File: src/rtl/spi_mem_pkg.sv
// Shared types and constants for the SPI memory master: state encoding,
// frame geometry and the read/write bit encoding.
package spi_mem_pkg;

    typedef enum logic [2:0] {
        ST_IDLE  = 3'd0,
        ST_SETUP = 3'd1,
        ST_SHIFT = 3'd2,
        ST_HOLD  = 3'd3,
        ST_GAP   = 3'd4
    } state_e;

    localparam int FRAME_LEN = 16;
    localparam int ADDR_W    = 7;
    localparam int DATA_W    = 8;

    localparam logic RW_READ  = 1'b1;
    localparam logic RW_WRITE = 1'b0;

    // Command byte {addr, rw} followed by the data byte; reads send zeros.
    function automatic logic [FRAME_LEN-1:0] build_frame(
        input logic              rw,
        input logic [ADDR_W-1:0] addr,
        input logic [DATA_W-1:0] wdata
    );
        return {addr, rw, (rw == RW_READ) ? {DATA_W{1'b0}} : wdata};
    endfunction

endpackage

File: src/rtl/spi_mem_if.sv
// Host-side request/response bus of the SPI memory master.
interface spi_mem_if;
    import spi_mem_pkg::*;

    logic              req_valid;
    logic              req_ready;
    logic              req_rw;
    logic [ADDR_W-1:0] req_addr;
    logic [DATA_W-1:0] req_wdata;
    logic              rsp_valid;
    logic [DATA_W-1:0] rsp_rdata;
    logic              busy;

    modport master (
        output req_valid, req_rw, req_addr, req_wdata,
        input  req_ready, rsp_valid, rsp_rdata, busy
    );

    modport slave (
        input  req_valid, req_rw, req_addr, req_wdata,
        output req_ready, rsp_valid, rsp_rdata, busy
    );

endinterface

File: src/rtl/spi_clkgen.sv
// Half-period timer and SCLK phase tracker; emits end-of-half, rise and fall
// strobes one clk cycle ahead of the corresponding SCLK edge.
module spi_clkgen #(
    parameter int CLKDIV = 4
) (
    input  logic clk,
    input  logic reset,
    input  logic start,
    input  logic run,
    input  logic shifting,
    output logic half_end,
    output logic sclk_hi,
    output logic rise,
    output logic fall
);

    localparam logic [7:0] RELOAD = 8'(CLKDIV - 1);

    logic [7:0] cnt_q, cnt_d;
    logic       phase_q, phase_d;

    assign half_end = run && (cnt_q == 8'd0);
    assign sclk_hi  = shifting && phase_q;
    assign rise     = shifting && half_end && !phase_q;
    assign fall     = shifting && half_end && phase_q;

    always_comb begin
        cnt_d   = cnt_q;
        phase_d = phase_q;
        if (start) begin
            cnt_d   = RELOAD;
            phase_d = 1'b0;
        end else if (run) begin
            cnt_d = half_end ? RELOAD : cnt_q - 8'd1;
            if (shifting && half_end) begin
                phase_d = ~phase_q;
            end
        end
    end

    always_ff @(posedge clk) begin
        if (reset) begin
            cnt_q   <= RELOAD;
            phase_q <= 1'b0;
        end else begin
            cnt_q   <= cnt_d;
            phase_q <= phase_d;
        end
    end

endmodule

File: src/rtl/spi_mem_master.sv
// SPI mode-0 master for a byte-wide serial memory: one 16-bit frame
// (command byte {addr, rw}, then data byte) per host request.
//
// state | meaning
// IDLE  | waiting for a request, cs high
// SETUP | cs low, first bit on mosi, one half-period
// SHIFT | 16 SCLK periods, mosi changes on falls, miso sampled on rises
// HOLD  | cs low, sclk low, one half-period after the last fall
// GAP   | cs high for one half-period; response issued on its last cycle
module spi_mem_master
    import spi_mem_pkg::*;
#(
    parameter int CLKDIV = 4
) (
    input  logic     clk,
    input  logic     reset,
    spi_mem_if.slave bus,
    output logic     sclk_pin,
    output logic     cs_pin,
    output logic     mosi_pin,
    input  logic     miso_pin
);

    state_e                 state_q, state_d;
    logic [FRAME_LEN-1:0]   tx_q, tx_d;
    logic [DATA_W-1:0]      rx_q, rx_d;
    logic [DATA_W-1:0]      rdata_q, rdata_d;
    logic                   rw_q, rw_d;
    logic [3:0]             bit_q, bit_d;

    logic accept, half_end, sclk_hi, rise, fall, frame_active;
    logic [DATA_W-1:0] done_data;

    assign accept       = bus.req_valid && (state_q == ST_IDLE);
    assign frame_active = (state_q == ST_SETUP) || (state_q == ST_SHIFT) || (state_q == ST_HOLD);
    assign done_data    = (rw_q == RW_READ) ? rx_q : '0;

    spi_clkgen #(.CLKDIV(CLKDIV)) u_clkgen (
        .clk      (clk),
        .reset    (reset),
        .start    (accept),
        .run      (state_q != ST_IDLE),
        .shifting (state_q == ST_SHIFT),
        .half_end (half_end),
        .sclk_hi  (sclk_hi),
        .rise     (rise),
        .fall     (fall)
    );

    always_comb begin
        state_d = state_q;
        tx_d    = tx_q;
        rx_d    = rx_q;
        rdata_d = rdata_q;
        rw_d    = rw_q;
        bit_d   = bit_q;
        case (state_q)
            ST_IDLE: begin
                if (accept) begin
                    state_d = ST_SETUP;
                    tx_d    = build_frame(bus.req_rw, bus.req_addr, bus.req_wdata);
                    rw_d    = bus.req_rw;
                    bit_d   = 4'd0;
                    rx_d    = '0;
                end
            end
            ST_SETUP: if (half_end) state_d = ST_SHIFT;
            ST_SHIFT: begin
                // bit_q is the frame bit currently on the wire; 8..15 are data
                if (rise && (rw_q == RW_READ) && (bit_q >= 4'd8)) begin
                    rx_d = {rx_q[DATA_W-2:0], miso_pin};
                end
                if (fall) begin
                    tx_d = {tx_q[FRAME_LEN-2:0], 1'b0};
                    if (bit_q == 4'd15) begin
                        state_d = ST_HOLD;
                    end else begin
                        bit_d = bit_q + 4'd1;
                    end
                end
            end
            ST_HOLD: if (half_end) state_d = ST_GAP;
            ST_GAP: begin
                if (half_end) begin
                    state_d = ST_IDLE;
                    rdata_d = done_data;
                end
            end
            default: state_d = ST_IDLE;
        endcase
    end

    always_ff @(posedge clk) begin
        if (reset) begin
            state_q <= ST_IDLE;
            tx_q    <= '0;
            rx_q    <= '0;
            rdata_q <= '0;
            rw_q    <= 1'b0;
            bit_q   <= 4'd0;
        end else begin
            state_q <= state_d;
            tx_q    <= tx_d;
            rx_q    <= rx_d;
            rdata_q <= rdata_d;
            rw_q    <= rw_d;
            bit_q   <= bit_d;
        end
    end

    assign bus.req_ready = (state_q == ST_IDLE);
    assign bus.busy      = (state_q != ST_IDLE);
    assign bus.rsp_valid = (state_q == ST_GAP) && half_end;
    // New data appears together with the pulse and is held by rdata_q after it
    assign bus.rsp_rdata = bus.rsp_valid ? done_data : rdata_q;

    assign cs_pin   = !frame_active;
    assign sclk_pin = sclk_hi;
    assign mosi_pin = frame_active ? tx_q[FRAME_LEN-1] : 1'b0;

endmodule

File: src/flat_wrapper.sv
// flat-port wrapper written by rule: the top's interface ports become plain ports
module spi_mem_master_flat import spi_mem_pkg::*;
#(
    parameter int CLKDIV = 4
)
  (clk, reset, sclk_pin, cs_pin, mosi_pin, miso_pin, bus_req_valid, bus_req_rw, bus_req_addr, bus_req_wdata, bus_req_ready, bus_rsp_valid, bus_rsp_rdata, bus_busy);
  spi_mem_if bus_i ();
  input  logic clk;
  input  logic reset;
  output logic sclk_pin;
  output logic cs_pin;
  output logic mosi_pin;
  input  logic miso_pin;
  input wire logic [$bits(bus_i.req_valid)-1:0] bus_req_valid;
  input wire logic [$bits(bus_i.req_rw)-1:0] bus_req_rw;
  input wire logic [$bits(bus_i.req_addr)-1:0] bus_req_addr;
  input wire logic [$bits(bus_i.req_wdata)-1:0] bus_req_wdata;
  output wire logic [$bits(bus_i.req_ready)-1:0] bus_req_ready;
  output wire logic [$bits(bus_i.rsp_valid)-1:0] bus_rsp_valid;
  output wire logic [$bits(bus_i.rsp_rdata)-1:0] bus_rsp_rdata;
  output wire logic [$bits(bus_i.busy)-1:0] bus_busy;
  assign bus_i.req_valid = bus_req_valid;
  assign bus_i.req_rw = bus_req_rw;
  assign bus_i.req_addr = bus_req_addr;
  assign bus_i.req_wdata = bus_req_wdata;
  assign bus_req_ready = bus_i.req_ready;
  assign bus_rsp_valid = bus_i.rsp_valid;
  assign bus_rsp_rdata = bus_i.rsp_rdata;
  assign bus_busy = bus_i.busy;
  spi_mem_master #(.CLKDIV(CLKDIV)) u_core (.clk(clk), .reset(reset), .bus(bus_i), .sclk_pin(sclk_pin), .cs_pin(cs_pin), .mosi_pin(mosi_pin), .miso_pin(miso_pin));
endmodule
File: config.mk
export PLATFORM = sky130hd
export DESIGN_NAME = spi_mem_master_flat
export DESIGN_NICKNAME = d
export VERILOG_FILES = /design/src/rtl/spi_mem_pkg.sv /design/src/rtl/spi_mem_if.sv /design/src/rtl/spi_clkgen.sv /design/src/rtl/spi_mem_master.sv /design/src/flat_wrapper.sv
export SDC_FILE = /design/constraint.sdc
export NUM_CORES = 1
export LEC_CHECK = 0
export CAP_MARGIN = 30
export CORE_UTILIZATION = 45
export CTS_CLUSTER_SIZE = 16
export DETAILED_ROUTE_END_ITERATION = 8
export PLACE_DENSITY = 0.67
export SLEW_MARGIN = 20
export SYNTH_ARGS = -nofsm -noshare
export SYNTH_HDL_FRONTEND = slang
export SYNTH_SLANG_ARGS = --single-unit
File: constraint.sdc
create_clock -name clk -period 3.22 [get_ports clk]
set_input_delay 0.644 -clock clk [delete_from_list [all_inputs] [get_ports clk]]
set_output_delay 0.644 -clock clk [all_outputs]
set_load 0.02 [all_outputs]
==> out/qor.yml, run 1 <==
run_status:
  outcome: "finished, final reports clean"
job:
  max-cap-violations: 0
floorplan:
  core_um2: 4850
  die_area_um2: 5470
  initial_core_util_pct: 48.1
  ioPinCount: 34
  dieWidth_um: 74.0
  die_h_um: 74.0
  row_count: 25
finish:
  syn_to_final_growth_pct: 20.5
  drive_gt1_share_pct: 8.67
  design_area_um2: 2810
  layout.cells.non_filler: 367
  final_nets: 323
  n_antenna_cell: 0
  n_fill_cell: 485
synthesis:
  synth.most_common_cell: "dfxtp_1"
  synthFlopType: "dfxtp_1"
  synth-seq-area-share_pct: 42.1
  yosys_warnings: 0
  synthCells: 270
  ys_seq_elements: 49
  synthTopCellsByArea: "dfxtp_1 (42%), a21oi_1 (7.7%), nand2_1 (6.0%), a22o_1 (3.0%), a311oi_1 (3.0%)"
  synth_top_area_share_pct: 42.1
  synth-edff-count: 0
  postSynth.asyncResetShare_pct: 0
  synth_top_cell_by_area: "dfxtp_1"
  synthDistinctLibCells: 44
  syn_nets: 294
  synth_area_um2: 2330
  synth_area_per_cell_um2: 8.63
  synth_common_cells: "dfxtp_1 (49), nand2_1 (37), a21oi_1 (36), nor2_1 (13)"
power:
  p_total_mw: 1.76
  power_density_nw_per_um2: 627
  leakage_nw: 1.06
  peakVddDrop_uv: 467
global_routing:
  grt_overflow: 0
  grt_max_degree: 27
  grt_pass1_vias: 1777
  grt_pass1_wl_um: 8360
  antenna_found_initial: 0
  grt_use_total_pct: 19.7
critical_path:
  critPathMaxFanout: 9
  regToRegSetupSlack_ps: 1170
  crit_path_start_kind: "flop"
  crit_required_ps: 2580
  arrival_ps: 2370
  end_kind: "output port"
  critPathKind: "flop to output port"
sta:
  relSlewSlack_pct: 52.7
  fin_crit_sh_pct: 93.7
  slew_violations: 0
  worstMarginPinSlew_ps: 710
  fin_crit_ps: 3020
  fin_skew_ps: 6.28
  finalSetupTns_ps: 0
  setup_viol: 0
  hold_viol: 0
  rsz0062_at_grt: "false"
  fmax_ghz: 0.331
clocking:
  htreeDepth: 2
  clk_pin_slew_worst_paths_ps: 90
  cts.sinks: 49
  clockBufferDepth: 2
  clock_latency_ps: 310
  tritoncts: "built"
  cts_buffers: 5
  clockRootBuffer: "clkbuf_8"
routing:
  vias_per_cell: 5.53
  drc: 0
  routed_wl_um: 5030
  drtIter0Drc: 89
  vias: 2028
  final_antenna_net_count: 0
  post_drt_wl_per_cell_um: 13.7
  drt_first_pass_iters: 4
worst_hold_path:
  hold_class: "flop to flop"
placement:
  finalWeightedCongestion: 0.780
  dp.cells: 358
  portBuffers: 33
  hpwl_um: 3500
  postPlaceCellArea_um2: 2710
-- per-stage QoR --
step                      hold slack [ps]  util, %  setup WS, ps
after global routing                  492     57.9          12.4
after floorplan                       440        -           922
after global placement                447     55.8           409
after detailed placement              453     55.8           283
after CTS                             466     57.8          83.0
final                                 464     57.9           203
-- critical path: stages, from the launching register on --
cell,delay [ps]
dfxtp_1,380
inv_1,90
ha_1,180
nor3b_2,160
buf_4,160
nand3_1,300
nand2_1,120
nand2_1,70
clkdlybuf4s50_1,600
-- power by group --
group / total (mW) / switching [mW] / internal (mW)
combinational: 0.628 / 0.386 / 0.242
sequential: 0.769 / 0.0754 / 0.694
clock: 0.362 / 0.208 / 0.153
-- what timing repair did --
item	4_1_cts	5_1_grt
hold buffers	0	0
gates resized for setup	1	0
buffers inserted	0	1
endpoints found under the setup margin	9	8
cloned	0	0
-- flip-flops by register name (all words and copies together), names as in the netlist --
register                 cells
u_core.rdata_q               8
u_core.u_clkgen.phase_q      1
u_core.state_q               3
u_core.rw_q                  1
u_core.bit_q                 4
u_core.u_clkgen.cnt_q        8
u_core.tx_q                 16
u_core.rx_q                  8
-- final cells by class --
type                            instances  area (um2)  area share [%]
Inverter                               10        37.5            1.34
Sequential cell                        49         981            34.9
Tap cell                               67        83.8            2.99
Multi-Input combinational cell        193        1230            44.0
Timing Repair Buffer                   40         383            13.6
Clock buffer                            6        72.6            2.58
Clock inverter                          2        15.0           0.535
-- worst paths after layout --
kind | from | endpoint | cells past startpoint
setup / recovery | u_core.u_clkgen.cnt_q[0]$_SDFFE_PP1P_ | bus_rsp_rdata[0] | 8
hold / removal | u_core.rdata_q[6]$_SDFFE_PP0P_ | u_core.rdata_q[6]$_SDFFE_PP0P_ | 2
hold reg to reg | u_core.rdata_q[6]$_SDFFE_PP0P_ | u_core.rdata_q[6]$_SDFFE_PP0P_ | 2
setup reg to reg | u_core.state_q[1]$_SDFFE_PP0P_ | u_core.tx_q[2]$_SDFFE_PP0P_ | 4
-- kinds of logic after synthesis --
logic type / Yosys count / share of synthesized area (%)
AO/OA/AOI/OAI: 83 / 24.3
flip-flops: 49 / 42.1
adder cells (fa/ha/maj): 4 / 2.15
buffers and inverters: 28 / 5.16
XOR/XNOR: 7 / 2.63
AND/OR/NAND/NOR: 99 / 23.7
-- cell usage in the layout, fill, tap and decap left out, types with 3 or more instances in the layout --
| master | n |
|---|---|
| dfxtp_1 | 49 |
| nand2_1 | 37 |
| a21oi_1 | 36 |
| clkdlybuf4s50_1 | 33 |
| nor2_1 | 13 |
| inv_1 | 10 |
| nand4_1 | 10 |
| nand3_1 | 8 |
| a22o_1 | 8 |
| a311oi_1 | 8 |
| a211oi_1 | 8 |
| nor3b_1 | 7 |
| buf_4 | 7 |
| o21ai_0 | 6 |
| xor2_1 | 5 |
| clkbuf_8 | 5 |
| nor3_1 | 4 |
| and2_1 | 4 |
| ha_1 | 4 |
| o41ai_1 | 3 |
-- per-layer routing --
metal  share of wire [%]  routed length, um  track usage, %
met1                  50               2520            28.3
met2                  45               2280            29.9
met3                 3.3                164            3.66
met4                 1.3                 63            6.41
met5                   0                  0               0
Power figures use the tool's default switching activity.
==> run 2, diff against run 1 <==
Settings changed: CTS_BUF_LIST set to sky130_fd_sc_hd__clkbuf_16.
Clock period 3.22 ns to 3.49 ns, I/O delays scaled along.
==> out/qor.yml, run 2 (synthesis gave the netlist of run 1 again) <==
routing:
  top_layer_used: "met4"
  post_drt_wl_per_cell_um: 14.1
  drc: 0
  wl_met2_um: 2350
  drt_first_pass_iters: 4
  drtIter0Drc: 105
  vias_per_cell: 5.46
  final_antenna_net_count: 0
  vias: 1978
  routed_wl_um: 5110
  drt-met1-wl_um: 2520
  met3_length_um: 197
finish:
  drive_gt1_share_pct: 6.78
  largest_reg_flops: 16
  n_fill_cell: 463
  layout.cells.non_filler: 362
  largest_register: "u_core.tx_q"
  final_nets: 319
  syn_to_final_growth_pct: 21.2
  layout_commonest_cell: "dfxtp_1"
  n_antenna_cell: 0
  final_cell_mix: "dfxtp_1 (49), nand2_1 (37), a21oi_1 (36)"
sta:
  setup_viol: 0
  fmax_ghz: 0.316
  slew_violations: 0
  rsz0062_at_grt: "false"
  fin_crit_sh_pct: 90.6
  fin_skew_ps: 6.65
  worstMarginPinSlew_ps: 781
  finalSetupTns_ps: 0
  relSlewSlack_pct: 47.5
  hold_viol: 0
  fin_crit_ps: 3160
critical_path:
  max_stage_delay_ps: 590
  critical-path-slowest-cell: "clkdlybuf4s50_1"
  critPathKind: "flop to output port"
  r2r.worst_path.cells: 5
  critPathMaxFanout: 9
  end_kind: "output port"
  startpoint: "u_core.u_clkgen.cnt_q[3]$_SDFFE_PP0P_"
  r2r_start: "u_core.state_q[1]$_SDFFE_PP0P_"
  crit_required_ps: 2790
  cp_cell_sequence: "nor4_4 -> and2_1 -> nand4_1 -> nand2_1 -> clkdlybuf4s50_1"
  crit_path_start_kind: "flop"
  arrival_ps: 2460
floorplan:
  ioPinCount: 34
  row_count: 25
  die_area_um2: 5470
  initial_core_util_pct: 48.1
  dieWidth_um: 74.0
  die_h_um: 74.0
  core_um2: 4850
clocking:
  clk_pin_slew_worst_paths_ps: 60
  clockBufferDepth: 2
  clock_latency_ps: 280
  tritoncts: "built"
  cts_setup_buffers: 0
  clockRootBuffer: "clkbuf_16"
  cts.sinks: 49
  htreeDepth: 2
  cts_hold_buf: 0
  cts_buffers: 5
worst_hold_path:
  min_delay_path_depth: 2
  hold_class: "flop to flop"
  hold_start: "u_core.rdata_q[4]$_SDFFE_PP0P_"
global_routing:
  grt_max_degree: 28
  grt_pass1_vias: 1743
  antenna_found_initial: 0
  grt_overflow: 0
  grt_use_total_pct: 19.9
  grt_pass1_wl_um: 8380
power:
  leakage_nw: 1.07
  peakVddDrop_uv: 439
  power_density_nw_per_um2: 611
job:
  max-cap-violations: 0
run_status:
  outcome: "finished, final reports clean"
placement:
  finalWeightedCongestion: 0.818
  dp.cells: 355
  hpwl_um: 3410
  portBuffers: 33
==> run 2: final cells by class <==
type	instances	area [um2]	share of cell area [%]
Clock buffer	5	125	4.43
Clock inverter	2	7.51	0.266
Sequential cell	49	981	34.8
Tap cell	67	83.8	2.97
Inverter	10	37.5	1.33
Multi-Input combinational cell	193	1230	43.7
Timing Repair Buffer	36	353	12.5
==> run 2: timing repair <==
action                                  CTS  global route
endpoints found under the hold margin     0             0
endpoints found under the setup margin    0             8
gates resized for setup                   0             1
==> run 2: final timing paths <==
path                                     to  slack (ps)
max                        bus_rsp_rdata[3]         330
min          u_core.rdata_q[4]$_SDFFE_PP0P_         460
max reg2reg  u_core.state_q[0]$_SDFFE_PP0P_        1440
min reg2reg  u_core.rdata_q[4]$_SDFFE_PP0P_         460
==> run 2: through the flow <==
| stage | utilization [%] | cell area (um2) | setup WS [ps] | total power, mW | hold slack (ps) |
|---|---|---|---|---|---|
| after floorplan | - | 2330 | 1140 | 1.13 | 440 |
| after global placement | 55.4 | 2680 | 594 | 1.27 | 447 |
| after detailed placement | 55.4 | 2680 | 540 | 1.28 | 454 |
| after CTS | 58.1 | 2820 | 215 | 1.73 | 462 |
| after global routing | 58.2 | 2820 | 129 | 1.83 | 472 |
| final | 58.2 | 2820 | 330 | 1.72 | 460 |
==> run 2: worst max-delay path: cells and delay by family (launching register included) <==
kind                   cells  cell delay [ps]
buffers and inverters      1              590
and+or+nand+nor            4             1220
DFF                        1              370
==> run 2: layer usage <==
layer / vias up / track usage [%]
met2: 42 / 30.3
met5: - / 0
li1: 1034 / -
met1: 897 / 28.5
met4: 0 / 5.13
met3: 5 / 4.47
==> run 2: power by group <==
part	internal, mW	switching (mW)	leakage (nW)
clock	0.257	0.192	0.0685
sequential	0.641	0.0700	0.399
combinational	0.213	0.353	0.600
==> run 3, diff against run 2 <==
Settings changed: SYNTH_HIERARCHICAL set to 1.
==> out/qor.yml, run 3 <==
critical_path:
  crit_path_start_kind: "flop"
  critical-path-slowest-cell: "or4_4"
  arrival_ps: 2500
  crit_required_ps: 2790
  end_kind: "output port"
  critPathKind: "flop to output port"
  cpMostUsedCell: "nand3_1"
  critPathMaxFanout: 9
  max_stage_delay_ps: 600
  cp_cell_sequence: "or4_4 -> nor2_2 -> nand3_1 -> inv_2 -> nand3_1 -> nand2_1 -> clkdlybuf4s50_1"
synthesis:
  synth.most_common_cell: "dfxtp_1"
  synthDistinctLibCells: 46
  synth_area_um2: 2360
  synth_common_cells: "dfxtp_1 (49), a21oi_1 (34), nand2_1 (30), nor2_1 (27), nand3_1 (21)"
  synth_top_area_share_pct: 41.6
  synthCells: 275
  ys_seq_elements: 49
  synth-seq-area-share_pct: 41.6
  syn_nets: 298
  synth_area_per_cell_um2: 8.57
  synthFlopType: "dfxtp_1"
  postSynth.asyncResetShare_pct: 0
  synth-edff-count: 0
  synth_top_cell_by_area: "dfxtp_1"
  synthTopCellsByArea: "dfxtp_1 (42%), a21oi_1 (7.2%), a211oi_1 (4.8%), nand2_1 (4.8%), nand3_1 (4.5%)"
  yosys_warnings: 6
placement:
  hpwl_um: 3200
  portBuffers: 33
  finalWeightedCongestion: 0.852
clocking:
  cts_hold_buf: 0
  clockBufferDepth: 2
  clockRootBuffer: "clkbuf_16"
  tritoncts: "built"
  cts_setup_buffers: 0
  cts_buffers: 5
  clk_pin_slew_worst_paths_ps: 60
  htreeDepth: 2
  clock_latency_ps: 280
  cts.sinks: 49
sta:
  fin_crit_ps: 3200
  fmax_ghz: 0.313
  worstMarginPinSlew_ps: 586
  fin_skew_ps: 6.13
  hold_viol: 0
  rsz0062_at_grt: "false"
  fin_crit_sh_pct: 91.6
  slew_violations: 0
  relSlewSlack_pct: 60.8
  finalSetupTns_ps: 0
  setup_viol: 0
global_routing:
  antenna_found_initial: 0
  grt_pass1_vias: 1828
  grt_pass1_wl_um: 8220
  grt_max_degree: 35
  grt_overflow: 0
  grt_use_total_pct: 19.1
finish:
  final_nets: 329
  drive_gt1_share_pct: 9.80
  layout_commonest_cell: "dfxtp_1"
  final_core_utilization_pct: 58.8
  final_cell_mix: "dfxtp_1 (48), a21oi_1 (34), clkdlybuf4s50_1 (33)"
  syn_to_final_growth_pct: 21.8
  n_antenna_cell: 0
  largest_reg_flops: 16
  largest_register: "u_core/tx_q"
routing:
  drc: 0
  vias_per_cell: 5.36
  post_drt_wl_per_cell_um: 12.6
  routed_wl_um: 4720
  drt_first_pass_iters: 4
  vias: 2000
  drtIter0Drc: 98
  final_antenna_net_count: 0
power:
  p_int_mw: 1.17
  peakVddDrop_uv: 345
  comb_power_share_pct: 34.3
  p_sw_share_pct: 33.8
  leakage_nw: 1.05
  sequentialPowerShare_pct: 40.3
  power_density_nw_per_um2: 618
  clkPwrFrac_pct: 25.4
  switchingPower_mw: 0.601
floorplan:
  die_area_um2: 5530
  row_count: 25
  ioPinCount: 34
  die_h_um: 74.4
  core_um2: 4880
  dieWidth_um: 74.4
  initial_core_util_pct: 48.3
run_status:
  outcome: "finished, final reports clean"
job:
  max-cap-violations: 0
worst_hold_path:
  hold_class: "flop to flop"
==> run 3: final timing paths <==
kind / slack (ps) / depth (start not counted) / end / startpoint
worst max register to register: 1110 / 7 / u_core/state_q[1]$_SDFFE_PP0P_ / u_core/state_q[1]$_SDFFE_PP0P_
worst max-delay path: 290 / 7 / bus_rsp_rdata[3] / u_core/u_clkgen/cnt_q[4]$_SDFFE_PP0P_
worst min register to register: 460 / 2 / u_core/rdata_q[3]$_SDFFE_PP0P_ / u_core/rdata_q[3]$_SDFFE_PP0P_
worst min-delay path: 460 / 2 / u_core/rdata_q[3]$_SDFFE_PP0P_ / u_core/rdata_q[3]$_SDFFE_PP0P_
==> run 3: critical path, delay by kind of cell (launching register included) <==
kind	cells	cell delay, ps
buffers and inverters	2	750
AND/OR/NAND/NOR	5	1090
flip-flops	1	370
==> run 3: through the flow <==
step | power, mW | hold WS (ps) | cell area, um2 | setup slack, ps | cells
3_3_place_gp | 1.32 | 447 | 2720 | 515 | 366
3_5_place_dp | 1.33 | 453 | 2720 | 380 | 366
2_1_floorplan | 1.19 | 432 | 2360 | 381 | 275
5_1_grt | 1.90 | 478 | 2870 | 96.8 | 373
6_report | 1.77 | 458 | 2870 | 293 | 373
4_1_cts | 1.79 | 462 | 2860 | 58.6 | 373
==> run 3: cell type report <==
cell class | count | area, um2
fill | 479 | 2010
multi-input combinational | 201 | 1250
sequential | 49 | 982
timing repair buffer | 40 | 383
clock buffer | 5 | 125
tap | 67 | 83.8
inverter | 9 | 33.8
clock inverter | 2 | 12.5
==> run 3: cells by family after synthesis <==
family          after synthesis  share of synthesized area (%)
mux                          11                           4.72
fa+ha+maj                     3                           1.59
flops                        49                           41.6
simple gates                119                           28.1
compound gates               62                           16.1
xor+xnor                      6                           2.23
buf+inv                      25                           5.68
==> run 3: routing by layer <==
| layer | global-route usage, % | up-vias | part of all wire [%] |
|---|---|---|---|
| met5 | 0 | - | 0 |
| met4 | 6.92 | 0 | 1.1 |
| met3 | 4.34 | 6 | 3.0 |
| met2 | 30.1 | 34 | 46 |
| met1 | 25.6 | 918 | 50 |
| li1 | - | 1042 | - |
==> run 3: power by group through the flow <==
| stage | logic [mW] | clock network, mW | registers [mW] |
|---|---|---|---|
| 6_report | 0.609 | 0.451 | 0.714 |
| 3_3_place_gp | 0.603 | 0 | 0.722 |
| 5_1_grt | 0.681 | 0.490 | 0.726 |
| 2_1_floorplan | 0.499 | 0 | 0.690 |
| 4_1_cts | 0.611 | 0.469 | 0.712 |
| 3_5_place_dp | 0.607 | 0 | 0.723 |
==> run 3: what timing repair did <==
item                                    4_1_cts  5_1_grt
resized for setup                             0        3
hold endpoints to repair                      0        0
endpoints found under the setup margin        0        9
